--- src/rtl/corr_pkg.sv ---
// Shared constants for the covariance accumulator: default widths, derived
// product/accumulator widths, convert shift and output saturation limits.
package corr_pkg;

    localparam int DIN_WIDTH_DEF    = 16;
    localparam int DIN_POINT_DEF    = 15;
    localparam int ACC_LEN_LOG2_DEF = 10;
    localparam int DOUT_WIDTH_DEF   = 16;
    localparam int DOUT_POINT_DEF   = 15;

    localparam int PROD_WIDTH = 2 * DIN_WIDTH_DEF;
    localparam int ACC_WIDTH  = PROD_WIDTH + ACC_LEN_LOG2_DEF;
    localparam int SHIFT      = 2 * DIN_POINT_DEF - DOUT_POINT_DEF;

    localparam logic [DOUT_WIDTH_DEF-1:0] USAT_MAX = {DOUT_WIDTH_DEF{1'b1}};
    localparam logic [DOUT_WIDTH_DEF-1:0] SSAT_MAX = {1'b0, {(DOUT_WIDTH_DEF-1){1'b1}}};
    localparam logic [DOUT_WIDTH_DEF-1:0] SSAT_MIN = {1'b1, {(DOUT_WIDTH_DEF-1){1'b0}}};

endpackage

--- src/rtl/corr_mac.sv ---
// One product/accumulate lane: registers a*b, accumulates valid products,
// and on the frame's last product converts the frame sum to a saturated mean.
module corr_mac
    import corr_pkg::*;
#(
    parameter bit SIGNED       = 1'b1,
    parameter int DIN_WIDTH    = DIN_WIDTH_DEF,
    parameter int DIN_POINT    = DIN_POINT_DEF,
    parameter int ACC_LEN_LOG2 = ACC_LEN_LOG2_DEF,
    parameter int DOUT_WIDTH   = DOUT_WIDTH_DEF,
    parameter int DOUT_POINT   = DOUT_POINT_DEF
) (
    input  logic                  clk,
    input  logic                  rst,
    input  logic                  clr,
    input  logic                  acc_en,
    input  logic                  dump,
    input  logic [DIN_WIDTH-1:0]  a,
    input  logic [DIN_WIDTH-1:0]  b,
    output logic [DOUT_WIDTH-1:0] dout
);

    localparam int PW  = 2 * DIN_WIDTH;
    localparam int AW  = PW + ACC_LEN_LOG2;
    localparam int TOT = ACC_LEN_LOG2 + 2 * DIN_POINT - DOUT_POINT;

    logic signed [PW-1:0] a_ext_s;
    logic signed [PW-1:0] b_ext_s;
    logic signed [PW-1:0] prod_r;
    logic [AW-1:0]        prod_ext_s;
    logic [AW-1:0]        sum_s;
    logic [AW-1:0]        shifted_s;
    logic [AW-DOUT_WIDTH:0] upper_s;
    logic [DOUT_WIDTH-1:0] sat_s;
    logic [AW-1:0]        acc_r;
    logic [DOUT_WIDTH-1:0] dout_r;

    assign a_ext_s = {{DIN_WIDTH{a[DIN_WIDTH-1]}}, a};
    assign b_ext_s = {{DIN_WIDTH{b[DIN_WIDTH-1]}}, b};

    // Extend the product, add it to the running sum, scale and saturate it.
    // Squares are never negative, so the unsigned lanes zero-extend.
    always_comb begin
        prod_ext_s = '0;
        shifted_s  = '0;
        sat_s      = '0;
        if (SIGNED) begin
            prod_ext_s = {{ACC_LEN_LOG2{prod_r[PW-1]}}, prod_r};
        end else begin
            prod_ext_s = {{ACC_LEN_LOG2{1'b0}}, prod_r};
        end
        sum_s = acc_r + prod_ext_s;
        if (SIGNED) begin
            shifted_s = AW'($signed(sum_s) >>> TOT);
        end else begin
            shifted_s = sum_s >> TOT;
        end
        upper_s = shifted_s[AW-1:DOUT_WIDTH-1];
        if (SIGNED) begin
            if ((upper_s == '0) || (upper_s == '1)) begin
                sat_s = shifted_s[DOUT_WIDTH-1:0];
            end else if (shifted_s[AW-1]) begin
                sat_s = {1'b1, {(DOUT_WIDTH-1){1'b0}}};
            end else begin
                sat_s = {1'b0, {(DOUT_WIDTH-1){1'b1}}};
            end
        end else begin
            if (|shifted_s[AW-1:DOUT_WIDTH]) begin
                sat_s = {DOUT_WIDTH{1'b1}};
            end else begin
                sat_s = shifted_s[DOUT_WIDTH-1:0];
            end
        end
    end

    // Product register, accumulator (cleared on dump or sync) and held output.
    always_ff @(posedge clk) begin
        if (rst) begin
            prod_r <= '0;
            acc_r  <= '0;
            dout_r <= '0;
        end else begin
            prod_r <= a_ext_s * b_ext_s;
            if (dump) begin
                dout_r <= sat_s;
            end else begin
                dout_r <= dout_r;
            end
            if (clr || dump) begin
                acc_r <= '0;
            end else if (acc_en) begin
                acc_r <= sum_s;
            end else begin
                acc_r <= acc_r;
            end
        end
    end

    assign dout = dout_r;

endmodule

--- src/rtl/corr_matrix_acc.sv ---
// 2x2 spatial covariance accumulator: input registers, frame counter,
// sync/reset handling and the dout_valid pulse around three MAC lanes.
module corr_matrix_acc
    import corr_pkg::*;
#(
    parameter int DIN_WIDTH    = DIN_WIDTH_DEF,
    parameter int DIN_POINT    = DIN_POINT_DEF,
    parameter int ACC_LEN_LOG2 = ACC_LEN_LOG2_DEF,
    parameter int DOUT_WIDTH   = DOUT_WIDTH_DEF,
    parameter int DOUT_POINT   = DOUT_POINT_DEF
) (
    input  logic                  clk,
    input  logic                  rst,
    input  logic [DIN_WIDTH-1:0]  din1,
    input  logic [DIN_WIDTH-1:0]  din2,
    input  logic                  din_valid,
    input  logic                  sync,
    output logic [DOUT_WIDTH-1:0] r11,
    output logic [DOUT_WIDTH-1:0] r22,
    output logic [DOUT_WIDTH-1:0] r12,
    output logic                  dout_valid
);

    localparam logic [ACC_LEN_LOG2-1:0] CNT_ONE  = {{(ACC_LEN_LOG2-1){1'b0}}, 1'b1};
    localparam logic [ACC_LEN_LOG2-1:0] CNT_LAST = {ACC_LEN_LOG2{1'b1}};

    logic [DIN_WIDTH-1:0]    d1_r;
    logic [DIN_WIDTH-1:0]    d2_r;
    logic                    v1_r;
    logic                    v2_r;
    logic [ACC_LEN_LOG2-1:0] cnt_r;
    logic                    dout_valid_r;
    logic                    last_s;

    // The last product of a frame is in S2 and about to be accumulated.
    assign last_s = v2_r && (cnt_r == CNT_LAST);

    // S1 capture, S2 valid, frame counter and output pulse. A sample arriving
    // with sync is kept as sample 0; everything already in flight is dropped.
    always_ff @(posedge clk) begin
        if (rst) begin
            d1_r         <= '0;
            d2_r         <= '0;
            v1_r         <= 1'b0;
            v2_r         <= 1'b0;
            cnt_r        <= '0;
            dout_valid_r <= 1'b0;
        end else begin
            d1_r         <= din1;
            d2_r         <= din2;
            v1_r         <= din_valid;
            dout_valid_r <= last_s;
            if (sync) begin
                v2_r  <= 1'b0;
                cnt_r <= '0;
            end else begin
                v2_r <= v1_r;
                if (v2_r) begin
                    cnt_r <= cnt_r + CNT_ONE;
                end else begin
                    cnt_r <= cnt_r;
                end
            end
        end
    end

    corr_mac #(
        .SIGNED(1'b0), .DIN_WIDTH(DIN_WIDTH), .DIN_POINT(DIN_POINT),
        .ACC_LEN_LOG2(ACC_LEN_LOG2), .DOUT_WIDTH(DOUT_WIDTH), .DOUT_POINT(DOUT_POINT)
    ) u_mac11 (
        .clk(clk), .rst(rst), .clr(sync), .acc_en(v2_r), .dump(last_s),
        .a(d1_r), .b(d1_r), .dout(r11)
    );

    corr_mac #(
        .SIGNED(1'b0), .DIN_WIDTH(DIN_WIDTH), .DIN_POINT(DIN_POINT),
        .ACC_LEN_LOG2(ACC_LEN_LOG2), .DOUT_WIDTH(DOUT_WIDTH), .DOUT_POINT(DOUT_POINT)
    ) u_mac22 (
        .clk(clk), .rst(rst), .clr(sync), .acc_en(v2_r), .dump(last_s),
        .a(d2_r), .b(d2_r), .dout(r22)
    );

    corr_mac #(
        .SIGNED(1'b1), .DIN_WIDTH(DIN_WIDTH), .DIN_POINT(DIN_POINT),
        .ACC_LEN_LOG2(ACC_LEN_LOG2), .DOUT_WIDTH(DOUT_WIDTH), .DOUT_POINT(DOUT_POINT)
    ) u_mac12 (
        .clk(clk), .rst(rst), .clr(sync), .acc_en(v2_r), .dump(last_s),
        .a(d1_r), .b(d2_r), .dout(r12)
    );

    assign dout_valid = dout_valid_r;

endmodule

--- config.mk ---
export PLATFORM = sky130hd
export DESIGN_NAME = corr_matrix_acc
export DESIGN_NICKNAME = d
export VERILOG_FILES = /design/src/rtl/corr_pkg.sv /design/src/rtl/corr_mac.sv /design/src/rtl/corr_matrix_acc.sv
export SDC_FILE = /design/constraint.sdc
export NUM_CORES = 2
export LEC_CHECK = 0
export BUFFER_PORTS_ARGS = -buffer_cell sky130_fd_sc_hd__buf_2
export CAP_MARGIN = 20
export CORE_MARGIN = 2
export CORE_UTILIZATION = 38
export DETAILED_ROUTE_END_ITERATION = 16
export PLACE_DENSITY = 0.49
export SLEW_MARGIN = 10
export SYNTH_ARGS = -nofsm -noshare
export SYNTH_HDL_FRONTEND = slang
export SYNTH_SLANG_ARGS = --single-unit
export TNS_END_PERCENT = 20
--- constraint.sdc ---
create_clock -name clk -period 8.6 [get_ports clk]
set_input_delay 1.72 -clock clk [delete_from_list [all_inputs] [get_ports clk]]
set_output_delay 1.72 -clock clk [all_outputs]
set_load 0.02 [all_outputs]
# [Word level (Yosys, flattened, before mapping)]
# Index checks and enable logic that the tools add are counted.
[word_totals] word_cells=34 ff_bits=315 in_bits=36 out_inout_bits=49
[classes] n_reduce_logical=6 eq_ne=2 n_mux=4 add_sub_neg=4 n_mul=3
[op_table] cell="$mul 16x16->32" count=3
[op_table] cell="$add 42x32->42" count=2
[op_table] cell="$mux 16" count=4
[op_table] cell="$add 42x42->42" count=1
[op_table] cell="$eq 27x27->1 const B" count=1
[op_table] cell="$logic_not 27->1" count=1
[op_table] cell="$add 10x1->10 const B" count=1
[op_table] cell="$eq 10x10->1 const B" count=1
[op_table] cell="$reduce_or 2->1" count=2
[op_table] cell="$logic_or 1x1->1" count=2
[op_table] cell="$logic_and 1x1->1" count=1

# [Depth between registers and ports, before layout]
[depth] word_depth=4 depth_mapped=27 depth_no_buf=25

# [By module]
# A second synthesis with hierarchy kept.
[unflattened] cells_unflattened=5092 hier_area_um2=45706.3
[modules_own_cells] mod="corr_mac at u_mac12" instances=1 area_per_inst_um2=15149.5 cells_per_inst=1710
[modules_own_cells] mod="corr_mac at u_mac11" instances=1 area_per_inst_um2=14637.8 cells_per_inst=1648
[modules_own_cells] mod="corr_mac at u_mac22" instances=1 area_per_inst_um2=14521.4 cells_per_inst=1607
[modules_own_cells] mod="corr_matrix_acc" instances=1 area_per_inst_um2=1397.6 cells_per_inst=127

# [Worst setup path before layout]
# OpenSTA, ideal clock, no wires.
[synth_path] path_kind="reg-to-reg" start="register d2_r[15]" end="register u_mac22.prod_r[31]" stages_incl_launch_ff=24 t_required_ns=8.472 arrival_ns=6.251 period_less_slack_ns=6.378 path_slack_ns=2.222 setup_time_ns=0.128 path_cell_list="dfxtp_1 clkbuf_1 clkbuf_1 nand2_1 fa_1 inv_1 fa_1 fa_1 fa_1 fa_1 inv_1 fa_1 inv_1 ha_1 a21o_1 a21o_1 a21oi_1 nand2_1 nand2_1 a31oi_1 o41ai_1 o21ai_0 xnor2_1 nor2_1"
[synth_via] elab_chain_cells=1
[synth_rtl] element="from (decl)" line="corr_matrix_acc.sv:28" text="logic [DIN_WIDTH-1:0] d2_r;"
[synth_rtl] element="from (signal assigned)" line="corr_matrix_acc.sv:50" text="d2_r <= din2;"
[synth_rtl] element="$mul 16x16->32" line="corr_mac.sv:83" text="prod_r <= a_ext_s * b_ext_s;"
[synth_rtl] element="to (signal assigned)" line="corr_mac.sv:83"
[synth_rtl] element="to (decl)" line="corr_mac.sv:29" text="logic signed [PW-1:0] prod_r;"
# No other way between the ends.
# A chain may end at the register's enable or synchronous reset.

# [Worst setup path after layout]
[layout_path] start="register d2_r[2]" end="register u_mac22.prod_r[31]"
# The elaborated chain is that of the path after synthesis.

==> results.md <==
* First-iteration detailed-routing DRC count at 1324
* Async SR Flop Fraction at 0%
* Xor-xnor portion of the synthesized cell area at 5.25%
* Final setup margin at 1380 ps
* CTS H-tree depth at 2
* Max Clk Rate at 139 MHz
* Crit Path Category: register to register
* Worst setup EP type: register
* Pwr Density at 180 nW/um^2
* Syn. warnings at 0
* Number of CTS-inserted buffers at 45
* Largest net degree at the start of global routing at 88
* Initial DRT Pass Iterations at 5
* Max_slew headroom at 28.8%
* Commonest non-fill, non-tap cells in the layout: inv_1 (919), fa_1 (729), nor2_1 (398)
* RSZ-0062 raised after global routing: false
* Largest family of logic cells by synthesized area: adder cells
* Starting Density at 38.3%
* Min-Delay Path Class: register to register
* DR vias at 30600
* Clk sinks at 313
* Setup-failing EPs final at 0
* Setup Skew at 23.5 ps
* Status: finished, final reports clean
* DRC viols at 0
* Synth Instances at 4763
* CTS root buf: clkbuf_16
* Worst-path clk slew at 60 ps
* Final hold violation count at 0
* Post-layout min period at 7220 ps
* Syn Area/Cell at 9.05 um^2
* P&R area growth vs syn at 8.58%
* Post-layout util at 41.6%
* Post-synthesis cell area at 43100 um^2
* Final hold slack at 397 ps
* Initial antenna violation count at 9
* Switching power at 3.71 mW
* Final wirelength at 106 mm
* Post-CTS sizing at 0
* Total gr overflow at 0
* Post-DP HPWL at 84.5 mm
* Worst-Margin Slew at 1070 ps
* Synthesis-stage register bit count at 313
* Number of global-route vias before repair at 32000
* Syn_nets at 5899
* Design Power at 8.45 mW
* First-pass GRT wire length at 175 mm
* CORE AREA at 112000 um^2
* Post-Synth Simple-Gate Area at 13.9%
* Per-cell routed wire length at 16.9 um
* Longest Clk Path Bufs at 3
* # hold bufs at CTS at 0
* LEAKAGE at 23.3 nW
* I/O Buffers at 84
* CP required at 9060 ps
* Clock power frac at 24.0%
* Die footprint at 116000 um^2
* Minimum setup slack after placement at 1350 ps
* Routed Antenna Nets at 0
* Peak VDD IR at 0.106 mV
* Max FO, Critical Path at 28
* Startpoint types: register
* Seq/Total Area, Yosys at 14.5%
* Synth Area in Compound Gates at 10.2%
* Die Width at 341 um
* DIE HEIGHT at 341 um
* Cell Int Power at 4.74 mW
* Adder-cell share of the synthesized area at 45.0%
* Max_cap viols at 0
* Skew-Pair Late Insertion Delay at 610 ps
* I/O pin cnt at 85
* Slew Viols, Final at 0
* Fillers at 11400
* Worst path arrival time at 7680 ps
* Final nets at 5908
* Post-CTS Setup Inserts at 0
* Share of cells above drive strength 1 at 6.72%
* GRT Total Usage at 19.0%
* GP Congestion at 0.834
* Number of synthesized flops with an enable pin at 0
* Drt via density at 4.86
* Most used DFF post-synth: dfxtp_1
* Switching Fraction at 43.9%
* Most common cell after layout, fill and taps aside: inv_1
* Gate power share at 54.3%
* Row Count at 123
* Post-synthesis mux area share at 1.35%
* CTS tree: built
* Total negative slack at 0 ps
* Unique masters post-synth at 95
* Ratio of final minimum period to clock period at 83.9%
* Sequential fraction of design power at 21.8%
-- through the flow --
step                instances  cell area [um^2]
finish                   6309             46800
global route             6308             46800
CTS                      6308             46800
detailed placement       6225             45200
global placement         6224             45200
floorplan                4763             43100
-- cell families (layout without fill, tap and decap cells) --
kind of cell	count (synthesis)	after routing
other	0	1
buffers and inverters	1112	1157
xor gates and xnor gates	256	256
AOI/OAI and AO/OA	639	639
DFF	313	313
muxes	57	57
and+or+nand+nor	1273	1273
adders and majority gates	1113	1113
-- registers in the layout, summed over array words and instances, names as in the netlist --
register        cells
u_mac11.acc_r      42
u_mac12.acc_r      42
u_mac22.acc_r      42
u_mac12.prod_r     32
u_mac11.prod_r     31
u_mac22.prod_r     31
d1_r               16
d2_r               16
u_mac11.dout       16
u_mac12.dout       16
u_mac22.dout       16
cnt_r              10
dout_valid          1
v1_r                1
v2_r                1
-- worst max-delay path, cell delays in order (launching register included) --
cell,delay (ps)
dfxtp_1,300
buf_4,310
clkinv_1,470
nor2_1,370
fa_1,610
fa_1,900
fa_1,530
fa_1,500
fa_1,490
inv_1,50
fa_1,470
inv_1,40
ha_1,340
a21o_1,200
a21o_1,170
a21oi_1,260
nand2_1,80
nand2_1,70
a31oi_1,60
o41ai_1,400
o21ai_0,190
xnor2_1,180
nor2_1,50
-- synthesized netlist by cell type (all sizes together) (12+ instances only) --
master,n,area (um^2)
dfxtp,313,6270
a21o,104,781
clkbuf,163,612
or3,22,138
o21ai,100,504
nand4,29,181
xnor2,155,1360
a31o,16,149
buf,21,119
nand2b,27,169
nand2,384,1450
a21oi,191,1000
nor3,19,111
nor2,400,1500
nor2b,68,425
fa,729,14600
or2,12,75.1
and2,202,1260
o21a,29,218
ha,371,4640
a211oi,73,698
maj3,13,139
o21bai,28,210
a31oi,20,125
inv,920,3450
and3,29,188
mux2i,57,583
xor2,101,903
nand3,58,295
-- worst paths after layout --
kind         cells past startpoint    start            endpoint  slack, ps
max                             22  d2_r[2]  u_mac22.prod_r[31]       1380
min                              2     v1_r                v2_r        400
max reg2reg                     22  d2_r[2]  u_mac22.prod_r[31]       1380
min reg2reg                      2     v1_r                v2_r        400
-- routing by layer --
layer,up-vias,wire (um),global-route usage (%)
li1,14900,-,-
met1,15200,50600,26.7
met4,6,2330,4.30
met5,-,32,0
met3,113,4480,2.63
met2,446,49000,31.1
-- layout make-up --
type | instances | area, um^2 | share of cell area, %
Clock buffer | 56 | 1270 | 2.71
Multi-Input combinational cell | 3338 | 32600 | 69.7
Clock inverter | 27 | 348 | 0.743
Sequential cell | 313 | 6270 | 13.4
Inverter | 928 | 3480 | 7.44
Timing Repair Buffer | 146 | 912 | 1.95
Antenna cell | 1 | 2.50 | 0.00535
Tap cell | 1500 | 1880 | 4.01
-- power groups by stage --
stage / Combinational (mW) / Sequential (mW) / Clock (mW)
after floorplan: 3.54 / 1.69 / 0
after global placement: 4.59 / 1.86 / 0
after detailed placement: 4.59 / 1.86 / 0
after CTS: 4.62 / 1.82 / 2.10
after global routing: 5.26 / 1.84 / 2.15
final: 4.58 / 1.84 / 2.02
No activity file was read; power rests on OpenSTA's default activity.
